==> config.mk <==
export PLATFORM = sky130hd
export DESIGN_NAME = axi_slave_cmd_bridge_flat
export DESIGN_NICKNAME = d
export VERILOG_FILES = /design/src/rtl/axi_slave_cmd_bridge_if.sv /design/src/rtl/axi_slave_cmd_bridge.sv /design/src/flat_wrapper.sv
export SDC_FILE = /design/constraint.sdc
export NUM_CORES = 1
export LEC_CHECK = 0
export ABC_CLOCK_PERIOD_IN_PS = 3700
export CELL_PAD_IN_SITES_DETAIL_PLACEMENT = 1
export CELL_PAD_IN_SITES_GLOBAL_PLACEMENT = 1
export CORE_ASPECT_RATIO = 0.7
export CORE_MARGIN = 2
export CORE_UTILIZATION = 30
export DETAILED_ROUTE_END_ITERATION = 7
export HOLD_SLACK_MARGIN = 0.05
export PLACE_DENSITY_LB_ADDON = 0.15
export SETUP_SLACK_MARGIN = 0.2
export SKIP_LAST_GASP = 1
export SYNTH_ARGS = -nofsm -noshare
export SYNTH_HDL_FRONTEND = slang
export SYNTH_SLANG_ARGS = --single-unit
==> constraint.sdc <==
create_clock -name clk -period 3.7 [get_ports clk]
set_input_delay 0.925 -clock clk [delete_from_list [all_inputs] [get_ports clk]]
set_output_delay 0.925 -clock clk [all_outputs]
set_load 0.1 [all_outputs]
==> src/rtl/axi_slave_cmd_bridge_if.sv <==
// AXI4 slave-side bus bundle for axi_slave_cmd_bridge.
// It carries the five AXI channels (AW, W, B, AR, R) and the single-beat
// req/rsp port that faces local storage.
//   slave  : bridge view. AXI inputs and req_ready/rsp_* come in;
//            AXI readies, B/R channels and req_* go out.
//   master : environment view, the mirror image of slave.
// Sideband inputs (lock/cache/prot/qos/region/user) are not carried.
// The bridge ignores those inputs, so they are left out of the bundle.
interface axi_slave_cmd_bridge_if #(
    parameter int AXI_ADDR_WIDTH = 32,
    parameter int AXI_DATA_WIDTH = 32,
    parameter int AXI_ID_WIDTH   = 4,
    parameter int AXI_USER_WIDTH = 1
);
    localparam int NB = AXI_DATA_WIDTH / 8;

    logic [AXI_ID_WIDTH-1:0]   s_axi_awid;
    logic [AXI_ADDR_WIDTH-1:0] s_axi_awaddr;
    logic [7:0]                s_axi_awlen;
    logic [2:0]                s_axi_awsize;
    logic [1:0]                s_axi_awburst;
    logic                      s_axi_awvalid;
    logic                      s_axi_awready;

    logic [AXI_DATA_WIDTH-1:0] s_axi_wdata;
    logic [NB-1:0]             s_axi_wstrb;
    logic                      s_axi_wlast;
    logic                      s_axi_wvalid;
    logic                      s_axi_wready;

    logic [AXI_ID_WIDTH-1:0]   s_axi_bid;
    logic [1:0]                s_axi_bresp;
    logic [AXI_USER_WIDTH-1:0] s_axi_buser;
    logic                      s_axi_bvalid;
    logic                      s_axi_bready;

    logic [AXI_ID_WIDTH-1:0]   s_axi_arid;
    logic [AXI_ADDR_WIDTH-1:0] s_axi_araddr;
    logic [7:0]                s_axi_arlen;
    logic [2:0]                s_axi_arsize;
    logic [1:0]                s_axi_arburst;
    logic                      s_axi_arvalid;
    logic                      s_axi_arready;

    logic [AXI_ID_WIDTH-1:0]   s_axi_rid;
    logic [AXI_DATA_WIDTH-1:0] s_axi_rdata;
    logic [1:0]                s_axi_rresp;
    logic                      s_axi_rlast;
    logic [AXI_USER_WIDTH-1:0] s_axi_ruser;
    logic                      s_axi_rvalid;
    logic                      s_axi_rready;

    logic                      req_valid;
    logic                      req_ready;
    logic                      req_write;
    logic [AXI_ADDR_WIDTH-1:0] req_addr;
    logic [AXI_DATA_WIDTH-1:0] req_wdata;
    logic [NB-1:0]             req_wstrb;

    logic                      rsp_valid;
    logic [AXI_DATA_WIDTH-1:0] rsp_rdata;
    logic                      rsp_err;

    modport slave (
        input  s_axi_awid, s_axi_awaddr, s_axi_awlen, s_axi_awsize, s_axi_awburst, s_axi_awvalid,
        output s_axi_awready,
        input  s_axi_wdata, s_axi_wstrb, s_axi_wlast, s_axi_wvalid,
        output s_axi_wready,
        output s_axi_bid, s_axi_bresp, s_axi_buser, s_axi_bvalid,
        input  s_axi_bready,
        input  s_axi_arid, s_axi_araddr, s_axi_arlen, s_axi_arsize, s_axi_arburst, s_axi_arvalid,
        output s_axi_arready,
        output s_axi_rid, s_axi_rdata, s_axi_rresp, s_axi_rlast, s_axi_ruser, s_axi_rvalid,
        input  s_axi_rready,
        output req_valid, req_write, req_addr, req_wdata, req_wstrb,
        input  req_ready,
        input  rsp_valid, rsp_rdata, rsp_err
    );

    modport master (
        output s_axi_awid, s_axi_awaddr, s_axi_awlen, s_axi_awsize, s_axi_awburst, s_axi_awvalid,
        input  s_axi_awready,
        output s_axi_wdata, s_axi_wstrb, s_axi_wlast, s_axi_wvalid,
        input  s_axi_wready,
        input  s_axi_bid, s_axi_bresp, s_axi_buser, s_axi_bvalid,
        output s_axi_bready,
        output s_axi_arid, s_axi_araddr, s_axi_arlen, s_axi_arsize, s_axi_arburst, s_axi_arvalid,
        input  s_axi_arready,
        input  s_axi_rid, s_axi_rdata, s_axi_rresp, s_axi_rlast, s_axi_ruser, s_axi_rvalid,
        output s_axi_rready,
        input  req_valid, req_write, req_addr, req_wdata, req_wstrb,
        output req_ready,
        output rsp_valid, rsp_rdata, rsp_err
    );
endinterface

==> src/rtl/axi_slave_cmd_bridge.sv <==
// AXI4 slave bridge. It accepts one AXI4 write or read burst at a time and
// splits it into single-beat requests on a simple req/rsp port. INCR and FIXED
// bursts are supported. WRAP bursts, reserved burst types and oversize beats
// are answered with SLVERR and never reach the req port. Downstream errors are
// also folded into BRESP/RRESP.
// Ports:
//   clk    clock
//   rst_n  asynchronous active-low reset
//   bus    axi_slave_cmd_bridge_if.slave: AXI AW/W/B/AR/R plus req/rsp
module axi_slave_cmd_bridge #(
    parameter int AXI_ADDR_WIDTH = 32,
    parameter int AXI_DATA_WIDTH = 32,
    parameter int AXI_ID_WIDTH   = 4,
    parameter int AXI_USER_WIDTH = 1
) (
    input  logic                  clk,
    input  logic                  rst_n,
    axi_slave_cmd_bridge_if.slave bus
);
    localparam int NB      = AXI_DATA_WIDTH / 8;
    localparam int NB_LOG2 = $clog2(NB);

    typedef enum logic [2:0] {
        IDLE, WR_DATA, WR_RSP, WR_B, RD_REQ, RD_RSP, RD_DATA
    } state_t;

    // WRAP (2'b10) and reserved (2'b11) both have burst[1] set.
    function automatic logic is_bad(input logic [1:0] burst, input logic [2:0] size);
        return burst[1] || (int'(size) > NB_LOG2);
    endfunction

    // Next beat address: FIXED holds the address. INCR aligns the address to
    // the beat size and then steps by one beat. It wraps at 2^ADDR_WIDTH.
    function automatic logic [AXI_ADDR_WIDTH-1:0] beat_next(
        input logic [AXI_ADDR_WIDTH-1:0] a,
        input logic [2:0]                size,
        input logic [1:0]                burst
    );
        logic [AXI_ADDR_WIDTH-1:0] step;
        step = AXI_ADDR_WIDTH'(1) << size;
        if (burst == 2'b00) return a;
        return (a & ~(step - AXI_ADDR_WIDTH'(1))) + step;
    endfunction

    state_t                    state;
    logic                      prefer_write;
    logic [AXI_ID_WIDTH-1:0]   id_q;
    logic [AXI_ADDR_WIDTH-1:0] addr_q;
    logic [7:0]                len_q, cnt_q;
    logic [2:0]                size_q;
    logic [1:0]                burst_q;
    logic                      err_q, bad_q;
    logic                      rd_req_q, req_write_q;
    logic                      bvalid_q, rvalid_q, rlast_q;
    logic [1:0]                bresp_q, rresp_q;
    logic [AXI_DATA_WIDTH-1:0] rdata_q;

    logic aw_grant, ar_grant, wr_data, w_hs, last_beat, err_rsp;

    assign aw_grant  = (state == IDLE) && bus.s_axi_awvalid && (!bus.s_axi_arvalid || prefer_write);
    assign ar_grant  = (state == IDLE) && bus.s_axi_arvalid && (!bus.s_axi_awvalid || !prefer_write);
    assign wr_data   = (state == WR_DATA);
    assign w_hs      = bus.s_axi_wvalid && bus.s_axi_wready;
    assign last_beat = (cnt_q == len_q);
    assign err_rsp   = err_q | bus.rsp_err;

    assign bus.s_axi_awready = aw_grant;
    assign bus.s_axi_arready = ar_grant;
    // The W channel passes straight through to the req port. A bad burst
    // drains its W beats locally, so those beats never reach storage.
    assign bus.s_axi_wready  = wr_data && (bad_q || bus.req_ready);
    assign bus.req_valid     = (wr_data && !bad_q && bus.s_axi_wvalid) || rd_req_q;
    assign bus.req_write     = req_write_q;
    assign bus.req_addr      = addr_q;
    assign bus.req_wdata     = wr_data ? bus.s_axi_wdata : '0;
    assign bus.req_wstrb     = wr_data ? bus.s_axi_wstrb : '0;

    assign bus.s_axi_bid     = id_q;
    assign bus.s_axi_bresp   = bresp_q;
    assign bus.s_axi_buser   = {AXI_USER_WIDTH{1'b0}};
    assign bus.s_axi_bvalid  = bvalid_q;
    assign bus.s_axi_rid     = id_q;
    assign bus.s_axi_rdata   = rdata_q;
    assign bus.s_axi_rresp   = rresp_q;
    assign bus.s_axi_rlast   = rlast_q;
    assign bus.s_axi_ruser   = {AXI_USER_WIDTH{1'b0}};
    assign bus.s_axi_rvalid  = rvalid_q;

    always_ff @(posedge clk or negedge rst_n) begin
        if (!rst_n) begin
            state        <= IDLE;
            prefer_write <= 1'b1;
            id_q         <= '0;
            addr_q       <= '0;
            len_q        <= '0;
            cnt_q        <= '0;
            size_q       <= '0;
            burst_q      <= '0;
            err_q        <= 1'b0;
            bad_q        <= 1'b0;
            rd_req_q     <= 1'b0;
            req_write_q  <= 1'b0;
            bvalid_q     <= 1'b0;
            bresp_q      <= '0;
            rvalid_q     <= 1'b0;
            rresp_q      <= '0;
            rlast_q      <= 1'b0;
            rdata_q      <= '0;
        end else begin
            case (state)
                IDLE: begin
                    if (aw_grant) begin
                        id_q         <= bus.s_axi_awid;
                        addr_q       <= bus.s_axi_awaddr;
                        len_q        <= bus.s_axi_awlen;
                        size_q       <= bus.s_axi_awsize;
                        burst_q      <= bus.s_axi_awburst;
                        bad_q        <= is_bad(bus.s_axi_awburst, bus.s_axi_awsize);
                        cnt_q        <= '0;
                        err_q        <= 1'b0;
                        req_write_q  <= 1'b1;
                        prefer_write <= 1'b0;
                        state        <= WR_DATA;
                    end else if (ar_grant) begin
                        id_q         <= bus.s_axi_arid;
                        addr_q       <= bus.s_axi_araddr;
                        len_q        <= bus.s_axi_arlen;
                        size_q       <= bus.s_axi_arsize;
                        burst_q      <= bus.s_axi_arburst;
                        bad_q        <= is_bad(bus.s_axi_arburst, bus.s_axi_arsize);
                        cnt_q        <= '0;
                        err_q        <= 1'b0;
                        req_write_q  <= 1'b0;
                        rd_req_q     <= !is_bad(bus.s_axi_arburst, bus.s_axi_arsize);
                        prefer_write <= 1'b1;
                        state        <= RD_REQ;
                    end
                end
                WR_DATA: begin
                    if (w_hs) begin
                        // A wlast on the wrong beat marks the burst as failed.
                        err_q <= err_q | (bus.s_axi_wlast != last_beat);
                        if (!bad_q) begin
                            state <= WR_RSP;
                        end else if (last_beat) begin
                            bvalid_q <= 1'b1;
                            bresp_q  <= 2'b10;
                            state    <= WR_B;
                        end else begin
                            cnt_q  <= cnt_q + 8'd1;
                            addr_q <= beat_next(addr_q, size_q, burst_q);
                        end
                    end
                end
                WR_RSP: begin
                    if (bus.rsp_valid) begin
                        err_q <= err_rsp;
                        if (last_beat) begin
                            bvalid_q <= 1'b1;
                            bresp_q  <= err_rsp ? 2'b10 : 2'b00;
                            state    <= WR_B;
                        end else begin
                            cnt_q  <= cnt_q + 8'd1;
                            addr_q <= beat_next(addr_q, size_q, burst_q);
                            state  <= WR_DATA;
                        end
                    end
                end
                WR_B: begin
                    if (bus.s_axi_bready) begin
                        bvalid_q <= 1'b0;
                        state    <= IDLE;
                    end
                end
                RD_REQ: begin
                    if (bad_q) begin
                        rvalid_q <= 1'b1;
                        rdata_q  <= '0;
                        rresp_q  <= 2'b10;
                        rlast_q  <= last_beat;
                        state    <= RD_DATA;
                    end else if (bus.req_ready) begin
                        rd_req_q <= 1'b0;
                        state    <= RD_RSP;
                    end
                end
                RD_RSP: begin
                    if (bus.rsp_valid) begin
                        rvalid_q <= 1'b1;
                        rdata_q  <= bus.rsp_rdata;
                        rresp_q  <= bus.rsp_err ? 2'b10 : 2'b00;
                        rlast_q  <= last_beat;
                        state    <= RD_DATA;
                    end
                end
                RD_DATA: begin
                    if (bus.s_axi_rready) begin
                        rvalid_q <= 1'b0;
                        rlast_q  <= 1'b0;
                        if (rlast_q) begin
                            state <= IDLE;
                        end else begin
                            cnt_q    <= cnt_q + 8'd1;
                            addr_q   <= beat_next(addr_q, size_q, burst_q);
                            rd_req_q <= !bad_q;
                            state    <= RD_REQ;
                        end
                    end
                end
                default: state <= IDLE;
            endcase
        end
    end
endmodule

==> src/flat_wrapper.sv <==
// flat-port wrapper written by rule: the top's interface ports become plain ports
module axi_slave_cmd_bridge_flat 
#(
    parameter int AXI_ADDR_WIDTH = 32,
    parameter int AXI_DATA_WIDTH = 32,
    parameter int AXI_ID_WIDTH   = 4,
    parameter int AXI_USER_WIDTH = 1
)
  (clk, rst_n, bus_s_axi_awid, bus_s_axi_awaddr, bus_s_axi_awlen, bus_s_axi_awsize, bus_s_axi_awburst, bus_s_axi_awvalid, bus_s_axi_awready, bus_s_axi_wdata, bus_s_axi_wstrb, bus_s_axi_wlast, bus_s_axi_wvalid, bus_s_axi_wready, bus_s_axi_bid, bus_s_axi_bresp, bus_s_axi_buser, bus_s_axi_bvalid, bus_s_axi_bready, bus_s_axi_arid, bus_s_axi_araddr, bus_s_axi_arlen, bus_s_axi_arsize, bus_s_axi_arburst, bus_s_axi_arvalid, bus_s_axi_arready, bus_s_axi_rid, bus_s_axi_rdata, bus_s_axi_rresp, bus_s_axi_rlast, bus_s_axi_ruser, bus_s_axi_rvalid, bus_s_axi_rready, bus_req_valid, bus_req_write, bus_req_addr, bus_req_wdata, bus_req_wstrb, bus_req_ready, bus_rsp_valid, bus_rsp_rdata, bus_rsp_err);
  axi_slave_cmd_bridge_if #(.AXI_ADDR_WIDTH(AXI_ADDR_WIDTH), .AXI_DATA_WIDTH(AXI_DATA_WIDTH), .AXI_ID_WIDTH(AXI_ID_WIDTH), .AXI_USER_WIDTH(AXI_USER_WIDTH)) bus_i ();
  input  logic clk;
  input  logic rst_n;
  input wire logic [$bits(bus_i.s_axi_awid)-1:0] bus_s_axi_awid;
  input wire logic [$bits(bus_i.s_axi_awaddr)-1:0] bus_s_axi_awaddr;
  input wire logic [$bits(bus_i.s_axi_awlen)-1:0] bus_s_axi_awlen;
  input wire logic [$bits(bus_i.s_axi_awsize)-1:0] bus_s_axi_awsize;
  input wire logic [$bits(bus_i.s_axi_awburst)-1:0] bus_s_axi_awburst;
  input wire logic [$bits(bus_i.s_axi_awvalid)-1:0] bus_s_axi_awvalid;
  output wire logic [$bits(bus_i.s_axi_awready)-1:0] bus_s_axi_awready;
  input wire logic [$bits(bus_i.s_axi_wdata)-1:0] bus_s_axi_wdata;
  input wire logic [$bits(bus_i.s_axi_wstrb)-1:0] bus_s_axi_wstrb;
  input wire logic [$bits(bus_i.s_axi_wlast)-1:0] bus_s_axi_wlast;
  input wire logic [$bits(bus_i.s_axi_wvalid)-1:0] bus_s_axi_wvalid;
  output wire logic [$bits(bus_i.s_axi_wready)-1:0] bus_s_axi_wready;
  output wire logic [$bits(bus_i.s_axi_bid)-1:0] bus_s_axi_bid;
  output wire logic [$bits(bus_i.s_axi_bresp)-1:0] bus_s_axi_bresp;
  output wire logic [$bits(bus_i.s_axi_buser)-1:0] bus_s_axi_buser;
  output wire logic [$bits(bus_i.s_axi_bvalid)-1:0] bus_s_axi_bvalid;
  input wire logic [$bits(bus_i.s_axi_bready)-1:0] bus_s_axi_bready;
  input wire logic [$bits(bus_i.s_axi_arid)-1:0] bus_s_axi_arid;
  input wire logic [$bits(bus_i.s_axi_araddr)-1:0] bus_s_axi_araddr;
  input wire logic [$bits(bus_i.s_axi_arlen)-1:0] bus_s_axi_arlen;
  input wire logic [$bits(bus_i.s_axi_arsize)-1:0] bus_s_axi_arsize;
  input wire logic [$bits(bus_i.s_axi_arburst)-1:0] bus_s_axi_arburst;
  input wire logic [$bits(bus_i.s_axi_arvalid)-1:0] bus_s_axi_arvalid;
  output wire logic [$bits(bus_i.s_axi_arready)-1:0] bus_s_axi_arready;
  output wire logic [$bits(bus_i.s_axi_rid)-1:0] bus_s_axi_rid;
  output wire logic [$bits(bus_i.s_axi_rdata)-1:0] bus_s_axi_rdata;
  output wire logic [$bits(bus_i.s_axi_rresp)-1:0] bus_s_axi_rresp;
  output wire logic [$bits(bus_i.s_axi_rlast)-1:0] bus_s_axi_rlast;
  output wire logic [$bits(bus_i.s_axi_ruser)-1:0] bus_s_axi_ruser;
  output wire logic [$bits(bus_i.s_axi_rvalid)-1:0] bus_s_axi_rvalid;
  input wire logic [$bits(bus_i.s_axi_rready)-1:0] bus_s_axi_rready;
  output wire logic [$bits(bus_i.req_valid)-1:0] bus_req_valid;
  output wire logic [$bits(bus_i.req_write)-1:0] bus_req_write;
  output wire logic [$bits(bus_i.req_addr)-1:0] bus_req_addr;
  output wire logic [$bits(bus_i.req_wdata)-1:0] bus_req_wdata;
  output wire logic [$bits(bus_i.req_wstrb)-1:0] bus_req_wstrb;
  input wire logic [$bits(bus_i.req_ready)-1:0] bus_req_ready;
  input wire logic [$bits(bus_i.rsp_valid)-1:0] bus_rsp_valid;
  input wire logic [$bits(bus_i.rsp_rdata)-1:0] bus_rsp_rdata;
  input wire logic [$bits(bus_i.rsp_err)-1:0] bus_rsp_err;
  assign bus_i.s_axi_awid = bus_s_axi_awid;
  assign bus_i.s_axi_awaddr = bus_s_axi_awaddr;
  assign bus_i.s_axi_awlen = bus_s_axi_awlen;
  assign bus_i.s_axi_awsize = bus_s_axi_awsize;
  assign bus_i.s_axi_awburst = bus_s_axi_awburst;
  assign bus_i.s_axi_awvalid = bus_s_axi_awvalid;
  assign bus_s_axi_awready = bus_i.s_axi_awready;
  assign bus_i.s_axi_wdata = bus_s_axi_wdata;
  assign bus_i.s_axi_wstrb = bus_s_axi_wstrb;
  assign bus_i.s_axi_wlast = bus_s_axi_wlast;
  assign bus_i.s_axi_wvalid = bus_s_axi_wvalid;
  assign bus_s_axi_wready = bus_i.s_axi_wready;
  assign bus_s_axi_bid = bus_i.s_axi_bid;
  assign bus_s_axi_bresp = bus_i.s_axi_bresp;
  assign bus_s_axi_buser = bus_i.s_axi_buser;
  assign bus_s_axi_bvalid = bus_i.s_axi_bvalid;
  assign bus_i.s_axi_bready = bus_s_axi_bready;
  assign bus_i.s_axi_arid = bus_s_axi_arid;
  assign bus_i.s_axi_araddr = bus_s_axi_araddr;
  assign bus_i.s_axi_arlen = bus_s_axi_arlen;
  assign bus_i.s_axi_arsize = bus_s_axi_arsize;
  assign bus_i.s_axi_arburst = bus_s_axi_arburst;
  assign bus_i.s_axi_arvalid = bus_s_axi_arvalid;
  assign bus_s_axi_arready = bus_i.s_axi_arready;
  assign bus_s_axi_rid = bus_i.s_axi_rid;
  assign bus_s_axi_rdata = bus_i.s_axi_rdata;
  assign bus_s_axi_rresp = bus_i.s_axi_rresp;
  assign bus_s_axi_rlast = bus_i.s_axi_rlast;
  assign bus_s_axi_ruser = bus_i.s_axi_ruser;
  assign bus_s_axi_rvalid = bus_i.s_axi_rvalid;
  assign bus_i.s_axi_rready = bus_s_axi_rready;
  assign bus_req_valid = bus_i.req_valid;
  assign bus_req_write = bus_i.req_write;
  assign bus_req_addr = bus_i.req_addr;
  assign bus_req_wdata = bus_i.req_wdata;
  assign bus_req_wstrb = bus_i.req_wstrb;
  assign bus_i.req_ready = bus_req_ready;
  assign bus_i.rsp_valid = bus_rsp_valid;
  assign bus_i.rsp_rdata = bus_rsp_rdata;
  assign bus_i.rsp_err = bus_rsp_err;
  axi_slave_cmd_bridge #(.AXI_ADDR_WIDTH(AXI_ADDR_WIDTH), .AXI_DATA_WIDTH(AXI_DATA_WIDTH), .AXI_ID_WIDTH(AXI_ID_WIDTH), .AXI_USER_WIDTH(AXI_USER_WIDTH)) u_core (.clk(clk), .rst_n(rst_n), .bus(bus_i));
endmodule
==> flow_metrics.py <==
metrics = {
    "synthesis": {
        "async_reset_ff_frac": 1.00,
        "synth-compound-area-share": 0.256,
        "synth.area.mux_share": 0.0249,
        "synth_top_area_frac": 0.382,
        "yosys.area_share.adder": 0.00944,
        "yosysWarningCount": 0,
        "synth_edf_count": 0,
        "ys_ff_latch": 102,
        "ys_seq_area_frac": 0.386,
        "synthSimpleGateAreaFrac": 0.232,
        "synth_largest_area_cell": "dfrtp_1",
        "synth_commonest_cells": "dfrtp_1 (101), nand2_1 (92), nor2_1 (45)",
        "netlist_area_sq_mm": 0.00662,
        "synth.most_common_cell": "dfrtp_1",
        "ys_types": 80,
        "synth_top_family_by_area": "compound AO/OA/AOI/OAI gates",
        "synth-main-ff-cell": "dfrtp_1",
        "ys_top_cells_by_area": "dfrtp_1 (38%), nand2_1 (5.2%), a22o_1 (4.6%)",
        "syn_inst": 771,
        "synthXorXnorAreaFrac": 0.0185,
        "syn_avg_cell_area_sq_um": 8.59,
    },
    "critical_path": {
        "r2r-start": "u_core.size_q[1]",
        "max_stage_delay_ns": 0.57,
        "reg2reg_to": "u_core.bus.req_addr[24]",
        "endpoint_kind": "output pin",
        "critPathLaunchType": "register",
        "slowest_stage": "dfrtp_1",
        "path_cells": "nor3b_2 -> buf_4 -> and2_1 -> buf_12",
        "r2r_slack_ns": 0.60,
        "rr_worst_depth": 11,
        "criticalPathCategory": "reg -> out",
        "critPathRequiredTime_ns": 2.77,
        "path_max_fanout": 36,
        "arrival_ns": 2.25,
    },
    "route": {
        "dr.first_iter.drc_count": 583,
        "vias_per_cell": 5.41,
        "drc": 0,
        "drtPass1Iterations": 7,
        "postRouteWirelength_microns": 27400,
        "num_vias": 7135,
        "antenna_left": 0,
        "wl_per_cell_microns": 20.8,
    },
    "pwr": {
        "power_frac_comb": 0.717,
        "swShare": 0.608,
        "p_int_uw": 4420,
        "p_clk_frac": 0.087,
        "power.static_leakage_uw": 0.00446,
        "seqPwrFrac": 0.196,
        "powerDensity_mw_per_mm2": 1080,
        "ir_drop_mv": 0.587,
        "switchingPower_uw": 6850,
    },
    "clock_network": {
        "cts_root_buf": "clkbuf_16",
        "ctsHoldBuffers": 0,
        "post_cts_buffers": 0,
        "cts_resized": 0,
        "clkSlewWorstSetupHoldPaths_ns": 0.07,
        "clkLatencyLatePin_ns": 0.36,
        "cts_tree": "done",
        "cts_max_path_buffers": 2,
        "cts_buffers": 9,
        "cts.htree.levels": 3,
        "cts_sinks": 102,
    },
    "floorplanning": {
        "die-area_sq_mm": 0.0233,
        "start_util": 0.306,
        "core_sq_mm": 0.0217,
        "row_count": 45,
        "die_y_microns": 128,
        "fp.dieW_microns": 182,
        "ios": 299,
    },
    "final_layout": {
        "syn_to_final_growth_pct": 57.0,
        "nets": 1215,
        "antenna-diode-count": 0,
        "drive_above_1_share": 0.138,
    },
    "timing": {
        "skew_ns": 0.0144,
        "post-route-min-period_ns": 3.17,
        "tightest_slew_ns": 0.998,
        "setup_slack_ns": 0.525,
        "finalMaxSlewViolations": 0,
        "finalSetupViolCount": 0,
        "fmax_mhz": 315,
        "hold_viol": 0,
        "max_slew_margin": 0.333,
        "rsz0062_at_grt": "no",
        "fin_setup_tns_ns": 0,
        "fin_crit_sh": 0.858,
    },
    "hold_path": {
        "min_delay_path_depth": 2,
        "hold_path.class": "reg -> reg",
        "hp-start": "u_core.bus.s_axi_rvalid",
        "min_to": "u_core.bus.s_axi_rvalid",
    },
    "grt": {
        "antenna_found_initial": 0,
        "grt_usage": 0.234,
        "grt_pass1_wl_microns": 42600,
        "overflow": 0,
        "grt_pass1_vias": 7316,
        "grt_max_degree": 49,
    },
    "run": {
        "cap_viol_max_count": 0,
    },
    "placed_design": {
        "io_buffers": 294,
        "hpwlAfterDp_microns": 21000,
        "dpl_worst_slack_ns": 0.320,
        "gp_congestion": 0.809,
    },
    "status": {
        "outcome": "finished clean",
    },
}
-- cell families after synthesis --
| kind of cell | Yosys count |
|---|---|
| and+or+nand+nor | 295 |
| AOI/OAI and AO/OA | 230 |
| buffers and inverters | 108 |
| DFF | 102 |
| muxes | 16 |
| xor gates and xnor gates | 14 |
| adders and majority gates | 5 |
| other | 1 |
-- power by group through the flow --
stage / Combinational [uW] / Clock, uW / Sequential [uW]
after floorplan: 3250 / 0 / 4810
after global placement: 8000 / 0 / 2200
after detailed placement: 8090 / 0 / 2210
after CTS: 8110 / 1000 / 2200
after global routing: 8510 / 1040 / 2300
final: 8080 / 976 / 2210
-- worst max-delay path, delay by kind of cell, from the launching register on --
| kind | cells | cell delay (ns) |
|---|---|---|
| buffers and inverters | 2 | 0.56 |
| DFF | 1 | 0.57 |
| and+or+nand+nor | 2 | 0.76 |
-- flip-flops by register name (all words and copies together), names as in the netlist, 2 cells and up --
register                cells
u_core.burst_q              2
u_core.bus.req_addr        32
u_core.bus.s_axi_bid        4
u_core.bus.s_axi_rdata     32
u_core.cnt_q                8
u_core.len_q                8
u_core.size_q               3
u_core.state                3
-- worst max path at each step --
stage	start	end	slack, ns	cells past startpoint
after floorplan	bus_s_axi_arvalid	bus_s_axi_awready	0.30	5
after global placement	bus_rsp_valid	u_core.bus.req_addr[25]	0.35	8
after detailed placement	bus_rsp_valid	u_core.bus.req_addr[29]	0.32	8
after CTS	u_core.state[1]	bus_req_wdata[24]	0.53	4
after global routing	u_core.size_q[1]	u_core.bus.req_addr[24]	0.35	11
final	u_core.state[1]	bus_req_wdata[24]	0.53	4
-- per-layer routing --
layer  share of wire  up-vias  global-route usage  wire (microns)
li1                -     3327                   -               -
met1            0.46     3523               0.325           12700
met2            0.45      273               0.376           12500
met3           0.078       12              0.0636            2150
met4          0.0056        0              0.0292             153
met5               0        -                   0               0
-- layout by cell type, fill, tap and decap left out, drive strengths merged, types with 5 or more instances in the layout --
cell,count
clkbuf,9
buf,101
mux2i,12
a31oi,8
nor3,8
nor2,45
a21oi,44
o211ai,8
nand3,30
o31ai,6
nand2b,17
ha,5
clkdlybuf4s50,216
a311oi,7
nand2,92
xor2,9
a222oi,17
o21ai,33
xnor2,5
a211oi,18
dfrtp,101
o22ai,6
a22o,35
nand4,13
inv,43
and3,19
and2,41
-- stage by stage --
stage	util	instances	total power (uW)	hold WS [ns]	cell area, sq um
detailed placement	0.466	1304	10300	0.466	10100
CTS	0.480	1320	11300	0.485	10400
finish	0.480	1320	11300	0.481	10400
global placement	0.466	1304	10200	0.461	10100
floorplan	-	774	8060	0.467	6640
global route	0.480	1320	11900	0.524	10400
-- area by class of cell --
class / count / area (sq um)
fill: 2479 / 11300
multi-input combinational: 564 / 3610
timing repair buffer: 317 / 3450
sequential: 102 / 2550
tap: 282 / 353
clock buffer: 9 / 225
inverter: 39 / 146
clock inverter: 7 / 66.3
Note: power is estimated with default switching activity, not from simulation.
